--- config.mk ---
export PLATFORM = sky130hd
export DESIGN_NAME = av2_recon_writeback
export DESIGN_NICKNAME = d
export VERILOG_FILES = /design/src/rtl/av2_recon_writeback.sv
export SDC_FILE = /design/constraint.sdc
export NUM_CORES = 1
export LEC_CHECK = 0
export CORE_MARGIN = 1.5
export CORE_UTILIZATION = 45
export CTS_BUF_LIST = sky130_fd_sc_hd__clkbuf_2 sky130_fd_sc_hd__clkbuf_4 sky130_fd_sc_hd__clkbuf_8
export CTS_CLUSTER_SIZE = 12
export DETAILED_ROUTE_END_ITERATION = 12
export PLACE_DENSITY_LB_ADDON = 0.08
export SKIP_LAST_GASP = 1
export SYNTH_ARGS = -nofsm -noshare
export SYNTH_HDL_FRONTEND = slang
export SYNTH_SLANG_ARGS = --single-unit
--- constraint.sdc ---
create_clock -name clk -period 20.3 [get_ports clk]
set_input_delay 4.06 -clock clk [delete_from_list [all_inputs] [get_ports clk]]
set_output_delay 4.06 -clock clk [all_outputs]
set_load 0.01 [all_outputs]
--- src/rtl/av2_recon_writeback.sv ---
// av2_recon_writeback: joins prediction and residual streams, adds and clips, and writes reconstructed pixels in raster order
module av2_recon_writeback #(
  parameter int BIT_DEPTH = 10,
  parameter int ADDR_W = 32
) (
  input  logic                 clk,
  input  logic                 rst,
  input  logic                 start,
  input  logic [ADDR_W-1:0]    frame_base,
  input  logic [15:0]          frame_stride,
  input  logic [15:0]          block_x,
  input  logic [15:0]          block_y,
  input  logic [6:0]           block_width,
  input  logic [6:0]           block_height,
  input  logic [BIT_DEPTH-1:0] pred_data,
  input  logic                 pred_valid,
  output logic                 pred_ready,
  input  logic [15:0]          resid_data,
  input  logic                 resid_valid,
  output logic                 resid_ready,
  output logic [ADDR_W-1:0]    wr_addr,
  output logic [BIT_DEPTH-1:0] wr_data,
  output logic                 wr_en,
  input  logic                 wr_ready,
  output logic                 busy,
  output logic                 done,
  output logic [14:0]          sat_count
);
  typedef enum logic [1:0] {IDLE, RUN, DRAIN} state_t;
  localparam logic [16:0] PMAX = 17'((1 << BIT_DEPTH) - 1);
  state_t state_q, state_d;
  logic [ADDR_W-1:0] base_q, base_d, wr_addr_q, wr_addr_d, y_a, x_a, addr;
  logic [15:0] stride_q, stride_d, bx_q, bx_d, by_q, by_d;
  logic [6:0] w_q, w_d, h_q, h_d, row_q, row_d, col_q, col_d;
  logic [BIT_DEPTH-1:0] wr_data_q, wr_data_d, pix;
  logic [14:0] sat_q, sat_d;
  logic wr_en_q, wr_en_d, done_q, done_d;
  logic launch, take_ok, consume, col_last, last, neg, over;
  logic [16:0] sum;
  always_ff @(posedge clk or posedge rst)
    if (rst) state_q <= IDLE;
    else state_q <= state_d;
  always_comb begin
    launch = state_q == IDLE && start;
    take_ok = state_q == RUN && (!wr_en_q || wr_ready);
    consume = take_ok && pred_valid && resid_valid;
    col_last = col_q == w_q - 7'd1;
    last = col_last && row_q == h_q - 7'd1;
    state_d = launch ? RUN :
              (state_q == RUN && consume && last) ? DRAIN :
              (state_q == DRAIN && wr_en_q && wr_ready) ? IDLE : state_q;
  end
  always_comb begin
    pred_ready = take_ok;
    resid_ready = take_ok;
    busy = state_q != IDLE;
  end
  // Two's complement add at 17 bits: sign bit set means the sum went negative
  always_comb begin
    sum = {{(17-BIT_DEPTH){1'b0}}, pred_data} + {resid_data[15], resid_data};
    neg = sum[16];
    over = !neg && sum > PMAX;
    pix = neg ? '0 : over ? PMAX[BIT_DEPTH-1:0] : sum[BIT_DEPTH-1:0];
    y_a = ADDR_W'(by_q) + ADDR_W'(row_q);
    x_a = ADDR_W'(bx_q) + ADDR_W'(col_q);
    addr = base_q + y_a * ADDR_W'(stride_q) + x_a;
    base_d = launch ? frame_base : base_q;
    stride_d = launch ? frame_stride : stride_q;
    bx_d = launch ? block_x : bx_q;
    by_d = launch ? block_y : by_q;
    w_d = launch ? block_width : w_q;
    h_d = launch ? block_height : h_q;
    row_d = launch ? '0 : (consume && col_last) ? row_q + 7'd1 : row_q;
    col_d = launch ? '0 : consume ? (col_last ? '0 : col_q + 7'd1) : col_q;
    wr_en_d = consume || (wr_en_q && !wr_ready);
    wr_addr_d = consume ? addr : wr_addr_q;
    wr_data_d = consume ? pix : wr_data_q;
    sat_d = launch ? '0 : (consume && (neg || over) && sat_q != 15'h7FFF) ? sat_q + 15'd1 : sat_q;
    done_d = state_q == DRAIN && wr_en_q && wr_ready;
  end
  always_ff @(posedge clk or posedge rst)
    if (rst) begin
      base_q <= '0;
      stride_q <= '0;
      bx_q <= '0;
      by_q <= '0;
      w_q <= '0;
      h_q <= '0;
      row_q <= '0;
      col_q <= '0;
      wr_en_q <= 1'b0;
      wr_addr_q <= '0;
      wr_data_q <= '0;
      sat_q <= '0;
      done_q <= 1'b0;
    end else begin
      base_q <= base_d;
      stride_q <= stride_d;
      bx_q <= bx_d;
      by_q <= by_d;
      w_q <= w_d;
      h_q <= h_d;
      row_q <= row_d;
      col_q <= col_d;
      wr_en_q <= wr_en_d;
      wr_addr_q <= wr_addr_d;
      wr_data_q <= wr_data_d;
      sat_q <= sat_d;
      done_q <= done_d;
    end
  assign wr_addr = wr_addr_q;
  assign wr_data = wr_data_q;
  assign wr_en = wr_en_q;
  assign done = done_q;
  assign sat_count = sat_q;
endmodule

==> results.md, run 1 <==
- Reg-to-reg slack, setup: 11610 ps
- Synthesized area: 19500 sq um
- Vias in the first global route: 15340
- Psw: 0.000180 W
- Period minus WS final: 9720 ps
- Die height: 211 um
- Iter 0 DRT Violations: 785
- Setup crit end kind: primary output
- Sequential power share: 0.526
- Post-route DRC: 0
- P&R area growth vs syn: 14.9%
- Post-Place Cells: 2918
- Worst vdd ir: 0.0320 mV
- WL/cell: 17.5 um
- Status: finished, final reports clean
- Critical Path RT: 16240 ps
- Worst rel slew slack: 0.228
- Layout cells sized above 1: 0.0482
- Total grt overflow: 0
- Worst clock skew: 24.8 ps
- Sum Neg Setup Slack: 0 ps
- IO buf count: 187
- Max Cap Viol: 0
- Clock Tree Buf Depth: 2
- Worst setup path class: in2out
- Endpoints failing setup: 0
- Pin count of the biggest net entering global routing: 103
- Hold-fix buffers at CTS: 0
- Seq cells post-synth: 169
- Final worst setup slack: 10580 ps
- Total CTS buffers: 17
- RSZ-0062 raised after global routing: no
- Non-filler instance count after layout: 2951
- Critical-path cell list: clkdlybuf4s50_1, nor2b_1, nor3b_1, clkdlybuf4s50_1
- Worst hold path type: reg2reg
- Family with the most delay on the worst path: buffers and inverters
- Post-synth top area share: 0.270
- Gate power share: 0.074
- Max incr delay on CP: 640 ps
- Ys async rst share: 1.00
- Drt pass-1 iters: 5
- Final worst path period share: 0.479
- Pre-CTS setup slack: 10570 ps
- Clock Sinks: 169
- Switching part of the total: 0.281
- Worst Tran Pin Value: 1160 ps
- Yosys warning count: 0
- RePlAce Congestion: 0.850
- Initial core utilization: 0.454
- Final hold violations: 0
- Clock network power share: 0.400
- Syn_nets: 2743
- Buf+Inv Stages, Crit Path: 2
- Vias after detailed routing: 14965
- Internal power: 0.000460 W
- CTS clk-pin slew, worst paths: 110 ps
- Final WL: 51.7 mm
- Worst skew pair latency: 560 ps
- Core ar.: 42900 sq um
- Chip Width: 211 um
- Post-CTS sizing: 0
- Crit-path most repeated cell: clkdlybuf4s50_1
- Library cells used by synthesis: 68
- Worst-path cell with the longest stage delay: clkdlybuf4s50_1
- Root buf cell: clkbuf_8
- Setup repair bufs after CTS: 0
- CTS tree: built
- Worst Path Max Fanout: 4
- Hpwl dp: 38.9 mm
- Crit path DAT: 5660 ps
- Syn avg cell area: 8.77 sq um
- Die area: 44500 sq um
- Top_reg_cell synth: dfrtp_1
- Core Rows: 76
- Startpoint Class: input pin
- Top post-synthesis cells by area: fa_1 (27%), dfrtp_1 (22%), nand2_1 (9.5%)
- Seq/Total Area, Yosys: 0.217
- Fill cell count: 4041
- Total track usage: 0.244
- Final-stage net count: 2874
- Routed Antenna Nets: 0
- Cells after Synth: 2221
- Initial antenna violation count: 1
- Leakage: 10.8 nW
- Maximum clock rate: 103 MHz
- Vias/cell: 5.07
- IO Pins: 188
- Power per cell area: 28.6 nW/um^2
- Final Max Slew Viols: 0
- H-tree depth: 4
- EDFF count, synth: 0
- Synth area leader: fa_1
- Global-route wire length before repair: 82.8 mm
-- logic make-up after synthesis --
family / Yosys count / synth area share
buffers and inverters: 465 / 0.0903
DFF: 169 / 0.217
muxes: 69 / 0.0373
xor gates and xnor gates: 72 / 0.0324
and+or+nand+nor: 846 / 0.202
adders and majority gates: 396 / 0.356
AOI/OAI and AO/OA: 204 / 0.0655
-- Yosys cell counts, types with 5 or more instances --
master,instances
o21ai_0,81
or3_1,8
a31oi_1,5
nand3_1,25
xor2_1,28
a211oi_1,6
mux2i_1,41
nor2b_1,16
nand4_1,10
xnor2_1,44
fa_1,263
nand2b_1,78
a21oi_1,38
buf_2,5
ha_1,133
nand2_1,492
and3_1,10
nor3_1,15
dfrtp_1,169
o21a_1,11
inv_1,365
clkbuf_1,86
nor2_1,60
and2_1,107
buf_1,7
mux2_2,28
a21o_1,15
o31ai_1,10
-- worst reg2reg max path: stages, from the launching register on --
cell      delay (ps)
dfrtp_1          470
ha_1             210
inv_1             60
fa_1             420
nor2b_1          130
o21a_1           130
o21ai_0          140
a21o_1           260
nand2b_1         190
xnor2_2          860
and2_1           260
fa_1             440
fa_1             560
fa_1             450
fa_1             520
fa_1             560
inv_1             60
fa_1             520
inv_1             40
ha_1             360
a21oi_1          240
o21ai_0          150
o41ai_1          570
nand3_1          140
o21ai_1          260
o21ai_0          230
a211o_1          330
nand4_1           70
-- through the flow --
step	area [sq um]	power [W]	utilization	hold WS, ps
3_3_place_gp	22000	0.000391	0.512	462
4_1_cts	22400	0.000649	0.522	490
5_1_grt	22400	0.000666	0.522	518
3_5_place_dp	22000	0.000391	0.512	463
6_report	22400	0.000640	0.522	487
2_1_floorplan	19500	0.000361	-	452
-- metal layers --
metal	GRT usage	part of all wire	routed length, um	vias to the layer above
met5	0	0	0	-
met2	0.412	0.50	25700	277
met1	0.324	0.44	22900	7533
met4	0.0697	0.019	996	0
li1	-	-	-	7090
met3	0.0422	0.041	2120	65
-- registers in the layout, indices dropped and copies added (netlist names) --
register,count
base_q,32
wr_addr,32
bx_q,16
by_q,16
stride_q,16
sat_count,15
wr_data,10
col_q,7
h_q,7
row_q,7
w_q,7
state_q,2
done,1
wr_en,1
-- layout make-up --
cell class / count / area (sq um) / area share
Clock inverter: 14 / 151 / 0.00677
Timing Repair Buffer: 212 / 2060 / 0.0920
Inverter: 365 / 1380 / 0.0615
Multi-Input combinational cell: 1587 / 13600 / 0.607
Sequential cell: 169 / 4230 / 0.189
Antenna cell: 1 / 2.50 / 0.000112
Clock buffer: 18 / 248 / 0.0111
Tap cell: 585 / 732 / 0.0327
-- cell usage in the layout (no fill, tap or decap), types with 16 or more instances in the layout --
| master | synthesis | layout |
|---|---|---|
| dfrtp_1 | 169 | 169 |
| o21ai_0 | 81 | 81 |
| nand3_1 | 25 | 24 |
| and2_1 | 107 | 106 |
| a21oi_1 | 38 | 38 |
| clkbuf_8 | 0 | 18 |
| buf_4 | 2 | 25 |
| nand2_1 | 492 | 491 |
| ha_1 | 133 | 133 |
| clkdlybuf4s50_1 | 0 | 187 |
| nand2b_1 | 78 | 78 |
| nor2_1 | 60 | 60 |
| nor2b_1 | 16 | 16 |
| fa_1 | 263 | 263 |
| xor2_1 | 28 | 26 |
| mux2i_1 | 41 | 41 |
| mux2_2 | 28 | 28 |
| inv_1 | 365 | 364 |
| xnor2_1 | 44 | 37 |
-- power by group through the flow --
stage | combinational (W) | clock (W) | sequential, W
after detailed placement | 0.0000479 | 0 | 0.000343
after global routing | 0.0000521 | 0.000277 | 0.000337
after global placement | 0.0000476 | 0 | 0.000343
after floorplan | 0.0000180 | 0 | 0.000343
final | 0.0000475 | 0.000256 | 0.000336
after CTS | 0.0000483 | 0.000265 | 0.000336
-- final timing paths --
| kind | depth (start not counted) | from | end |
|---|---|---|---|
| worst max-delay path | 4 | wr_ready | resid_ready |
| worst min-delay path | 2 | wr_addr[2]$_DFFE_PP0P_ | wr_addr[2]$_DFFE_PP0P_ |
| worst max register to register | 27 | row_q[0]$_DFFE_PP0P_ | wr_addr[31]$_DFFE_PP0P_ |
| worst min register to register | 2 | wr_addr[2]$_DFFE_PP0P_ | wr_addr[2]$_DFFE_PP0P_ |
| max in group asynchronous | 3 | rst | stride_q[10]$_DFFE_PP0P_ |
| min in group asynchronous | 2 | rst | sat_count[13]$_DFFE_PP0P_ |
Note: power is estimated with default switching activity, not from simulation.
==> run 2, diff against run 1 <==
- clock period: 20.3 -> 7.8 ns (I/O delays scaled with it)
==> run 2 against run 1 <==
Against the previous run: cell area is 3.6% higher; die area stayed put; clock-buffer cell count is 2 higher; first-iteration DRC count is 0.13% lower; clock skew is 6.8 ps higher; utilization is 1.9 points higher; critical path type is now reg2reg; sequential power grew to 2.6 times the previous value; via count is 2.5% higher; non-clock buffer count is 71 higher; wire length is 2.5% higher; clock power grew to 2.6 times the previous value; critical endpoint is now wr_addr[30]$_DFFE_PP0P_.
==> results.md, run 2 (synthesis results as in run 1) <==
- Startpoint Class: register
- Leakage: 11.2 nW (+3.9%)
- Die area: 44500 sq um (unchanged)
- Worst vdd ir: 0.0942 mV (+190%)
- Max Cap Viol: 0 (unchanged)
- Crit-path most repeated cell: fa_1
- Final WL: 53.0 mm (+2.5%)
- Core Rows: 76 (unchanged)
- Most common cell after layout, fill and taps aside: nand2_1
- Reg-to-reg slack, setup: 270 ps (-11340 ps)
- Max incr delay on CP: 580 ps (-60 ps)
- Worst-path cell with the longest stage delay: fa_1
- Chip Width: 211 um (unchanged)
- Period minus WS final: 7530 ps
- Drt pass-1 iters: 5 (unchanged)
- Iter 0 DRT Violations: 784 (-0.13%)
- Total grt overflow: 0 (unchanged)
- Setup crit end kind: register
- Hpwl dp: 41.1 mm (+5.7%)
- Final worst path period share: 0.965
- Status: finished, final reports clean
- Sum Neg Setup Slack: 0 ps (unchanged)
- Clock Tree Buf Depth: 2 (unchanged)
- Vias in the first global route: 15755 (+2.7%)
- Final hold slack: 493 ps (+5.56 ps)
- Final hold violations: 0 (unchanged)
- Endpoints failing setup: 0 (unchanged)
- Placed cell area: 22300 sq um (+1.6%)
- Worst Path Max Fanout: 6 (+2)
- Worst skew pair latency: 550 ps (about the same)
- Vias/cell: 5.08 (+0.11%)
- Final-stage net count: 2945 (+2.5%)
- IO buf count: 187 (unchanged)
- Most frequent cells in the layout: nand2_1 (490), inv_1 (364), fa_1 (256)
- Global-route wire length before repair: 84.5 mm (+2.0%)
- Power per cell area: 71.7 nW/um^2 (+150%)
- Layout Utilization: 0.540 (+0.0186)
- Worst setup path class: reg2reg
- Worst rel slew slack: 0.284 (+0.0556)
- Routed Antenna Nets: 0 (unchanged)
- CTS clk-pin slew, worst paths: 100 ps (about the same)
- Pin count of the biggest net entering global routing: 98 (-4.9%)
- Die height: 211 um (unchanged)
- Post-layout instance area: 23200 sq um (+3.6%)
- Clock Sinks: 169 (unchanged)
- IO Pins: 188 (unchanged)
- Total track usage: 0.248 (+0.00360)
- Final Max Slew Viols: 0 (unchanged)
- Initial antenna violation count: 1 (unchanged)
- Core ar.: 42900 sq um (unchanged)
- RSZ-0062 raised after global routing: yes
- RePlAce Congestion: 0.877 (+3.3%)
- P&R area growth vs syn: 19.0%
- CTS tree: built
- Root buf cell: clkbuf_8
- Critical Path RT: 8200 ps (-8040 ps)
- WL/cell: 17.5 um (about the same)
- Total CTS buffers: 17 (unchanged)
- Crit path DAT: 7930 ps (+2270 ps)
- Initial core utilization: 0.454 (unchanged)
- Worst hold path type: reg2reg
- Layout cells sized above 1: 0.0883 (+0.0401)
- Maximum clock rate: 133 MHz
- Vias after detailed routing: 15342 (+2.5%)
- Post-route DRC: 0 (unchanged)
- Worst Tran Pin Value: 1070 ps (-83.4 ps)
- H-tree depth: 4 (unchanged)
- Worst clock skew: 31.7 ps (+6.84 ps)
- Total power: 0.00166 W (+160%)
[run 2: changes by cell type in the layout (fill, tap and decap cells not counted), moves of 3 or more]
| cell | change |
|---|---|
| a21oi_1 | -6 |
| a21oi_2 | +6 |
| buf_12 | +3 |
| buf_4 | +60 |
| buf_6 | +6 |
| fa_1 | -7 |
| fa_2 | +7 |
| ha_1 | -8 |
| ha_4 | +6 |
| inv_8 | -3 |
| o21ai_0 | -8 |
| o21ai_2 | +7 |
| xnor2_1 | +5 |
| xnor2_2 | -5 |
[run 2: path summary, 6_finish.rpt]
check	start	end	cells after the start
setup / recovery	row_q[0]$_DFFE_PP0P_	wr_addr[30]$_DFFE_PP0P_	32
hold / removal	wr_data[7]$_DFFE_PP0P_	wr_data[7]$_DFFE_PP0P_	2
setup reg to reg	row_q[0]$_DFFE_PP0P_	wr_addr[30]$_DFFE_PP0P_	32
hold reg to reg	wr_data[7]$_DFFE_PP0P_	wr_data[7]$_DFFE_PP0P_	2
max in group asynchronous	rst	base_q[13]$_DFFE_PP0P_	3
min in group asynchronous	rst	sat_count[13]$_DFFE_PP0P_	2
[run 2: final cells by class]
type / count / area (sq um)
clock inverter: 12 / 130
timing repair buffer: 283 / 2680
tap: 585 / 732
clock buffer: 20 / 269
fill: 4094 / 19700
antenna: 1 / 2.50
sequential: 169 / 4230
multi-input combinational: 1587 / 13800
inverter: 365 / 1380
[run 2: worst max-delay path, delay by kind of cell (launching register included)]
kind | cells | cell delay [ps]
AO/OA/AOI/OAI | 9 | 1390
XOR/XNOR | 1 | 280
adder cells (fa/ha/maj) | 9 | 3800
buffers and inverters | 8 | 940
flip-flops | 1 | 360
multiplexers | 1 | 140
AND/OR/NAND/NOR | 4 | 470
[run 2: metrics by stage]
step,std cells,worst slack [ps]
after floorplan,2221,315
after global placement,2968,-40.0
after detailed placement,2968,-71.7
after CTS,3000,28.4
after global routing,3021,-65.9
final,3022,273
[run 2: where the power goes]
part | total (W) | switching, W | internal [W] | leakage [nW]
Combinational | 0.000124 | 0.0000499 | 0.0000743 | 8.79
Sequential | 0.000875 | 0 | 0.000875 | 2.25
Clock | 0.000661 | 0.000379 | 0.000282 | 0.205
[run 2: what timing repair did]
item	CTS	global route
pin swaps	0	41
setup buffers	0	21
hold buffers	0	0
resized for setup	2	61
setup endpoints to repair	3	14
hold endpoints to repair	0	0
cloned	0	1
[run 2: metal layers]
| layer | share of wire | global-route usage | vias to the layer above |
|---|---|---|---|
| met5 | 0.00025 | 0 | - |
| met4 | 0.022 | 0.0697 | 2 |
| met3 | 0.040 | 0.0395 | 61 |
| met2 | 0.50 | 0.426 | 292 |
| met1 | 0.43 | 0.324 | 7754 |
| li1 | - | - | 7233 |
==> run 3, diff against run 2 <==
- DONT_BUFFER_PORTS: unset -> 1
- GPL_TIMING_DRIVEN: unset -> 0
==> run 3 against run 2 <==
Against the previous run: global-route usage increased by 4.5 points; hold slack improved by 9.8 ps; sequential power about the same; non-clock buffer count decreased by 117; critical path depth unchanged; setup slack got worse by 130 ps; first-iteration DRC count increased by 21%; critical endpoint is now wr_addr[31]$_DFFE_PP0P_; via count increased by 0.53%; combinational power decreased by 52%; utilization decreased by 2.6 points; die area unchanged; total power increased by 2.0%.
==> results.md, run 3 (synthesis results as in run 1) <==
- Status: finished, final reports clean
- Setup crit end kind: register
- Die area: 44500 sq um (unchanged)
- Total track usage: 0.293 (+0.0454)
- Period minus WS final: 7660 ps (+131 ps)
- IO Pins: 188 (unchanged)
- Worst Tran Pin Value: 997 ps (-77.3 ps)
- Total power: 0.00169 W (+2.0%)
- Endpoints failing setup: 0 (unchanged)
- Sum Neg Setup Slack: 0 ps (unchanged)
- Vias in the first global route: 15654 (-0.64%)
- Total CTS buffers: 17 (unchanged)
- Worst clock skew: 31.7 ps (-0.00280 ps)
- Crit path DAT: 8170 ps (+240 ps)
- Final WL: 63.3 mm (+19%)
- Crit-path most repeated cell: fa_1
- Most common cell after layout, fill and taps aside: nand2_1
- H-tree depth: 4 (unchanged)
- Most frequent cells in the layout: nand2_1 (488), inv_1 (355), fa_1 (259)
- Worst vdd ir: 0.129 mV (+37%)
- Chip Width: 211 um (unchanged)
- DR top layer: met4
- Final-stage net count: 2828 (-4.0%)
- Clock Tree Buf Depth: 2 (unchanged)
- Drt pass-1 iters: 5 (unchanged)
- Routed Antenna Nets: 0 (unchanged)
- Core Rows: 76 (unchanged)
- Fill cell count: 4100 (+0.15%)
- Worst Path Max Fanout: 8 (+2)
- Core ar.: 42900 sq um (unchanged)
- Worst skew pair latency: 590 ps (+40 ps)
- Layout cells sized above 1: 0.109 (+0.0204)
- Post-route DRC: 0 (unchanged)
- Final hold violations: 0 (unchanged)
- Initial core utilization: 0.454 (unchanged)
- Family with the most delay on the worst path: adder cells
- Area of the multi-input gates: 14200 sq um (+3.1%)
- Worst rel slew slack: 0.335 (+0.0515)
- Wl on met1: 26.7 mm (+16%)
- Worst-path cell with the longest stage delay: fa_1
- Met2 wire len: 30.7 mm (+15%)
- WL met3: 4.18 mm (+99%)
- Register Area: 4230 sq um (about the same)
- Clock Sinks: 169 (unchanged)
- Critical Path RT: 8310 ps (+110 ps)
- Die height: 211 um (unchanged)
- Root buf cell: clkbuf_8
- Global-route wire length before repair: 94.7 mm (+12%)
- Placed cell area: 20300 sq um (-9.3%)
- Leakage: 10.8 nW (-4.1%)
- Hold-fix buffers at CTS: 0 (unchanged)
- Post-layout instance area: 22100 sq um (-4.8%)
- WL/cell: 21.8 um (+24%)
- Final worst path period share: 0.982 (+0.0167)
- Worst hold path type: reg2reg
- CTS tree: built
- IO buf count: 0 (-100%)
- Initial antenna violation count: 1 (unchanged)
- Final Max Slew Viols: 0 (unchanged)
- RePlAce Congestion: 0.928 (+5.7%)
- Vias/cell: 5.31 (+4.6%)
- Power per cell area: 76.8 nW/um^2 (+7.2%)
- Vias after detailed routing: 15424 (+0.53%)
- Iter 0 DRT Violations: 951 (+21%)
- Worst setup path class: reg2reg
- Maximum clock rate: 131 MHz (-1.7%)
- Total grt overflow: 0 (unchanged)
- CTS clk-pin slew, worst paths: 110 ps (about the same)
- Post-Place Cells: 2808 (-5.4%)
- RSZ-0062 raised after global routing: yes
- Max Cap Viol: 0 (unchanged)
- Buf+Inv Stages, Crit Path: 8 (unchanged)
- Startpoint Class: register
- Pin count of the biggest net entering global routing: 87 (-11%)
- P&R area growth vs syn: 13.2%
- Hpwl dp: 50.2 mm (+22%)
- Max incr delay on CP: 560 ps (-20 ps)
- Non-filler instance count after layout: 2905 (-3.9%)
==> run 3: metal layers <==
layer  up-vias  GRT usage
met5         -          0
met4         0     0.0906
met3        77     0.0678
met2       447      0.483
met1      7887      0.384
li1       7013          -
==> run 3: per-stage QoR <==
stage	util	setup WS (ps)	hold WS, ps
after floorplan	-	315	452
after global placement	0.471	-1750	474
after detailed placement	0.472	-1560	475
after CTS	0.499	22.3	504
after global routing	0.514	-134	531
final	0.514	143	503
==> run 3: final cells by class <==
cell class,count,area share
inverters,365,0.0625
clock buffers,20,0.0125
plain buffers,98,0.0216
repair buffers,68,0.0268
clock inverters,12,0.00823
diodes,1,0.000113
flip-flops and latches,169,0.192
well taps,585,0.0332
multi-input cells,1587,0.643
==> run 3: worst reg2reg max path: cells and delay by family (launching register included) <==
family	cells	cell delay, ps
adder cells (fa/ha/maj)	9	3950
AO/OA/AOI/OAI	8	1620
AND/OR/NAND/NOR	6	830
buffers and inverters	8	720
flip-flops	1	390
XOR/XNOR	1	80
==> run 3: repair_timing <==
item / CTS / global route
pin swaps: 22 / 60
buffers inserted: 28 / 40
endpoints found under the setup margin: 21 / 18
resized for setup: 95 / 90
==> run 3: report_power, final <==
| group | switching, W | internal [W] | total [W] |
|---|---|---|---|
| Clock | 0.000406 | 0.000354 | 0.000759 |
| Sequential | 0 | 0.000875 | 0.000875 |
| Combinational | 0.0000385 | 0.0000214 | 0.0000599 |
| Total | 0.000444 | 0.00125 | 0.00169 |
==> run 3: final timing paths <==
kind	cells past startpoint	from	slack, ps	to
worst max-delay path	32	by_q[0]$_DFFE_PP0P_	140	wr_addr[31]$_DFFE_PP0P_
worst min-delay path	2	base_q[16]$_DFFE_PP0P_	500	base_q[16]$_DFFE_PP0P_
worst max register to register	32	by_q[0]$_DFFE_PP0P_	140	wr_addr[31]$_DFFE_PP0P_
worst min register to register	2	base_q[16]$_DFFE_PP0P_	500	base_q[16]$_DFFE_PP0P_
max in group asynchronous	2	rst	6010	base_q[11]$_DFFE_PP0P_
min in group asynchronous	1	rst	890	sat_count[13]$_DFFE_PP0P_
